### config.mk
export PLATFORM = sky130hd
export DESIGN_NAME = exc_sequencer
export DESIGN_NICKNAME = d
export VERILOG_FILES = /design/src/rtl/exc_sequencer.sv
export SDC_FILE = /design/constraint.sdc
export NUM_CORES = 1
export LEC_CHECK = 0
export BUFFER_PORTS_ARGS = -buffer_cell sky130_fd_sc_hd__buf_4
export CAP_MARGIN = 15
export CORE_MARGIN = 3
export CORE_UTILIZATION = 30
export DETAILED_ROUTE_END_ITERATION = 10
export GPL_ROUTABILITY_DRIVEN = 1
export GPL_TIMING_DRIVEN = 1
export SLEW_MARGIN = 30
export SYNTH_ARGS = -nofsm -noshare
export SYNTH_HDL_FRONTEND = slang
export SYNTH_SLANG_ARGS = --single-unit
### constraint.sdc
create_clock -name clk -period 3 [get_ports clk]
set_clock_uncertainty 0.05 [all_clocks]
set_input_delay 0.3 -clock clk [delete_from_list [all_inputs] [get_ports clk]]
set_output_delay 0.3 -clock clk [all_outputs]
set_load 0.005 [all_outputs]
### src/rtl/exc_sequencer.sv
// Feeds CP0 its exception inputs from the M stage and sequences exception entry and ERET return.
// Emits flush, redirect and front-end hold, with a RECOVER_CYCLES-long stall after each redirect.
module exc_sequencer #(
  parameter logic [31:0] HANDLER_PC     = 32'h0000_4180,
  parameter int          RECOVER_CYCLES = 2
) (
  input  logic        clk,
  input  logic        reset,
  input  logic        m_valid,
  input  logic [4:0]  m_excode,
  input  logic [31:0] m_pc,
  input  logic        m_bd,
  input  logic        m_eret,
  input  logic        cp0_req,
  input  logic [31:0] cp0_epc,
  output logic [4:0]  cp0_excode_o,
  output logic [31:0] cp0_vpc_o,
  output logic        cp0_bd_o,
  output logic        exl_clr,
  output logic        flush,
  output logic        redirect,
  output logic [31:0] redirect_pc,
  output logic        front_stall,
  output logic        busy
);

  typedef enum logic [1:0] {RUN, EXC_REDIRECT, ERET_REDIRECT, RECOVER} state_t;

  localparam logic [3:0] LP_REC_INIT = 4'(RECOVER_CYCLES - 1);

  state_t      r_state, w_state_nxt;
  logic [31:0] r_resume_pc, w_resume_pc_nxt;
  logic [3:0]  r_rec_cnt, w_rec_cnt_nxt;

  always_ff @(posedge clk) begin
    if (reset) begin
      r_state     <= RUN;
      r_resume_pc <= 32'd0;
      r_rec_cnt   <= 4'd0;
    end else begin
      r_state     <= w_state_nxt;
      r_resume_pc <= w_resume_pc_nxt;
      r_rec_cnt   <= w_rec_cnt_nxt;
    end
  end

  // CP0 has already committed EPC/EXL when it raises req, so req preempts every state.
  always_comb begin
    w_state_nxt     = r_state;
    w_resume_pc_nxt = r_resume_pc;
    w_rec_cnt_nxt   = r_rec_cnt;
    if (cp0_req) begin
      w_state_nxt     = EXC_REDIRECT;
      w_resume_pc_nxt = HANDLER_PC;
    end else begin
      case (r_state)
        RUN: begin
          if (m_valid && m_eret) begin
            w_state_nxt     = ERET_REDIRECT;
            w_resume_pc_nxt = cp0_epc;
          end
        end
        EXC_REDIRECT, ERET_REDIRECT: begin
          w_state_nxt   = RECOVER;
          w_rec_cnt_nxt = LP_REC_INIT;
        end
        RECOVER: begin
          if (r_rec_cnt == 4'd0) w_state_nxt = RUN;
          else                   w_rec_cnt_nxt = r_rec_cnt - 4'd1;
        end
        default: w_state_nxt = RUN;
      endcase
    end
  end

  // Outside RUN, M holds a bubble; a late interrupt must save resume_pc as its restart PC.
  always_comb begin
    cp0_excode_o = 5'd0;
    cp0_vpc_o    = r_resume_pc;
    cp0_bd_o     = 1'b0;
    exl_clr      = 1'b0;
    flush        = 1'b0;
    redirect     = 1'b0;
    front_stall  = 1'b0;
    redirect_pc  = r_resume_pc;
    busy         = (r_state != RUN);
    case (r_state)
      RUN: begin
        cp0_excode_o = m_valid ? m_excode : 5'd0;
        cp0_vpc_o    = m_pc;
        cp0_bd_o     = m_valid & m_bd;
      end
      EXC_REDIRECT: begin
        flush    = 1'b1;
        redirect = 1'b1;
      end
      ERET_REDIRECT: begin
        flush    = 1'b1;
        redirect = 1'b1;
        exl_clr  = 1'b1;
      end
      RECOVER: front_stall = 1'b1;
      default: ;
    endcase
  end

endmodule

==> results.md <==
* Clock-pin slew on the worst setup and hold paths at 0.07 ns
* Die Ht at 87.4 um
* Clk Latency, worst-skew pair at roughly 0.28 ns
* Setup repair bufs after CTS at 0
* Top cell type's share of synthesized area at 0.383
* DR vias at approximately 2100
* First-pass GRT wire length at around 9400 um
* Clock share of power at 0.260
* Post-synth EDFFs at 0
* Min Tclk post-route at 2.48 ns
* Worst r2r src: r_state[0]
* Clock buffer depth at 2
* Top cell by count, worst path: buf_4
* Pre-CTS WS at between 0.7 and 0.8 ns
* FF+latch count, synth at 38
* Num Clock Sinks at 38
* Via-per-instance ratio at around 4.7
* Status: completed
* Min-delay src: cp0_epc[25]
* Syn. warnings at 0
* Max-Cap Viols at 0
* CP Launch Point: r_state[0]
* Syn_nets at 314
* CTS tree: yes
* Startpoint types: register
* Total clock buffers created by CTS at 5
* Relative slew margins at 0.606
* Post-synth top flop: dfxtp_1
* CP arrival at 2.13 ns
* Mapped cell area at 1990 um2
* Post-cts resize count at 0
* Mapped Cells at between 200 and 250
* Critical path required time at 2.65 ns
* # IOs at 150
* CORE AREA at 6390 um2
* Final net count at between 400 and 500
* Setup TNS at 0 ns
* Die ar. at about 7600 um2
* Util after Layout at 0.504
* P&R area growth vs syn at 62.0%
* Min Hold Slack at roughly 0.21 ns
* Final setup viols at 0
* Top cells by count, synth: nand2_1, dfxtp_1, a21oi_1, mux2_2, clkbuf_1
* Slew @ Worst Pin at just under 0.6 ns
* Sequential share of the synthesized area at 0.383
* Crit. End Element: primary output
* Routed wire length at 6220 um
* Top post-synthesis cells by area: dfxtp_1, mux2_2, nand2_1
* Crit path kind: register to primary output
* Final Hold Viols at 0
* # diodes at 0
* Fin. max-slew vios at 0
* Die width at around 87 um
* DP HPWL at approximately 4800 um
* Pin count of the biggest net entering global routing at 33
* Cell Pwr Density at 393 nW/um2
* Drt first pass iters at 4
* Drt wl/cell at 13.8 um
* Largest stage delay on the critical path at 0.53 ns
* All-Layer GR Usage at 0.156
* Maximum vdd ir drop at 0.225 mV
* H-tree Lvls at 2
* Overflow after GRT at 0
* Number of global-route vias before repair at approximately 2000
* # rows at 29
* Int Pwr at ~0.0009 W
* Max Clk Rate at between 0.4 and 0.5 GHz
* RSZ-0062 raised after global routing: no
* Crit Path Max Fanout at 26
* Yosys cell types at 30
* Hold Crit Class: primary input to register
* Starting DRT DRC Count at 86
* Worst setup margin at roughly 0.52 ns
* Sequential power share at 0.421
* Avg Synthesized Cell Area at roughly 8.5 um2
* Fin crit share at 0.828
* Layout cell share with drive strength beyond 1 at 0.529
* Drc violations at 0
* Port Buf Inserts at 149
* Routability cong. at 0.765
* Fraction of registers with async set/reset at 0
* Leak pwr at approximately 1.5 nW
* Net Sw Frac at 0.270
* Synth area leader: dfxtp_1
* Most numerous cell in the Yosys netlist: nand2_1
* Fillers at roughly 660
* CP max-delay cell: ha_2
* CTS Root Cell: clkbuf_8
* Combinational power share at 0.319
* Post-route ant nets at 0
* Initial Util at 0.311
* Power consumption at roughly 0.0013 W
* Worst path cell trace: inv_1 -> ha_2 -> buf_4 -> mux2_2 -> buf_4
* NetSw at ~0.00034 W
* Hold Buf Count CTS at 0
* Initial antenna violation count at 0
==> worst max-delay path: cells and delay by family (launching register included) <==
kind / cells / cell delay (ns)
muxes: 1 / 0.37
buffers and inverters: 3 / 0.61
adders and majority gates: 1 / 0.53
DFF: 1 / 0.33
==> area by class of cell <==
| class | instances | area, um2 | share of cell area |
|---|---|---|---|
| Clock buffer | 7 | 76.3 | 0.0237 |
| Multi-Input combinational cell | 171 | 1120 | 0.349 |
| Tap cell | 77 | 96.3 | 0.0299 |
| Inverter | 6 | 22.5 | 0.00700 |
| Sequential cell | 38 | 761 | 0.236 |
| Timing Repair Buffer | 152 | 1140 | 0.354 |
==> final timing paths <==
| kind | cells past startpoint | endpoint | slack [ns] |
|---|---|---|---|
| setup / recovery | 5 | cp0_vpc_o[10] | 0.52 |
| setup reg to reg | 5 | r_state[0] | 0.97 |
| hold / removal | 3 | redirect_pc[25] | 0.21 |
| hold reg to reg | 2 | redirect_pc[15] | 0.42 |
==> flip-flops by register name, indices dropped and copies added, names as in the netlist <==
name,count
r_rec_cnt,4
redirect_pc,32
r_state,2
==> metal layers <==
layer | part of all wire | track usage | vias up
li1 | - | - | 1071
met1 | 0.38 | 0.179 | 945
met2 | 0.52 | 0.279 | 89
met3 | 0.095 | 0.0492 | 2
met4 | 0.0063 | 0.0349 | 0
met5 | 0 | 0 | -
==> placed cells by master (no fill, tap or decap), drive strengths merged, types with 2 or more instances in the layout <==
cell and n:
dfxtp 38, buf 152, clkbuf 7, nor2 4, a31oi 4, nand4 2, and3 8, nand2 64
mux2 32, a21oi 32, a2111oi 2, inv 6, or2 3, o21ai 3, ha 6
==> power by group through the flow <==
stage          Combinational (W)  Sequential (W)  Clock, W
4_1_cts                 0.000411        0.000533  0.000340
3_5_place_dp            0.000410        0.000544         0
3_3_place_gp            0.000404        0.000544         0
5_1_grt                 0.000443        0.000534  0.000363
2_1_floorplan           0.000198        0.000542         0
6_report                0.000403        0.000532  0.000328
==> through the flow <==
step | instances | cell area (um2)
6_report | 451 | 3220
2_1_floorplan | 233 | 1990
5_1_grt | 451 | 3220
3_5_place_dp | 444 | 3140
4_1_cts | 451 | 3220
3_3_place_gp | 444 | 3140
==> cell families after synthesis <==
group / share of synthesized area
fa+ha+maj: 0.0378
flops: 0.383
compound gates: 0.149
mux: 0.181
buf+inv: 0.0535
simple gates: 0.195
(Power assumes the default switching activity.)
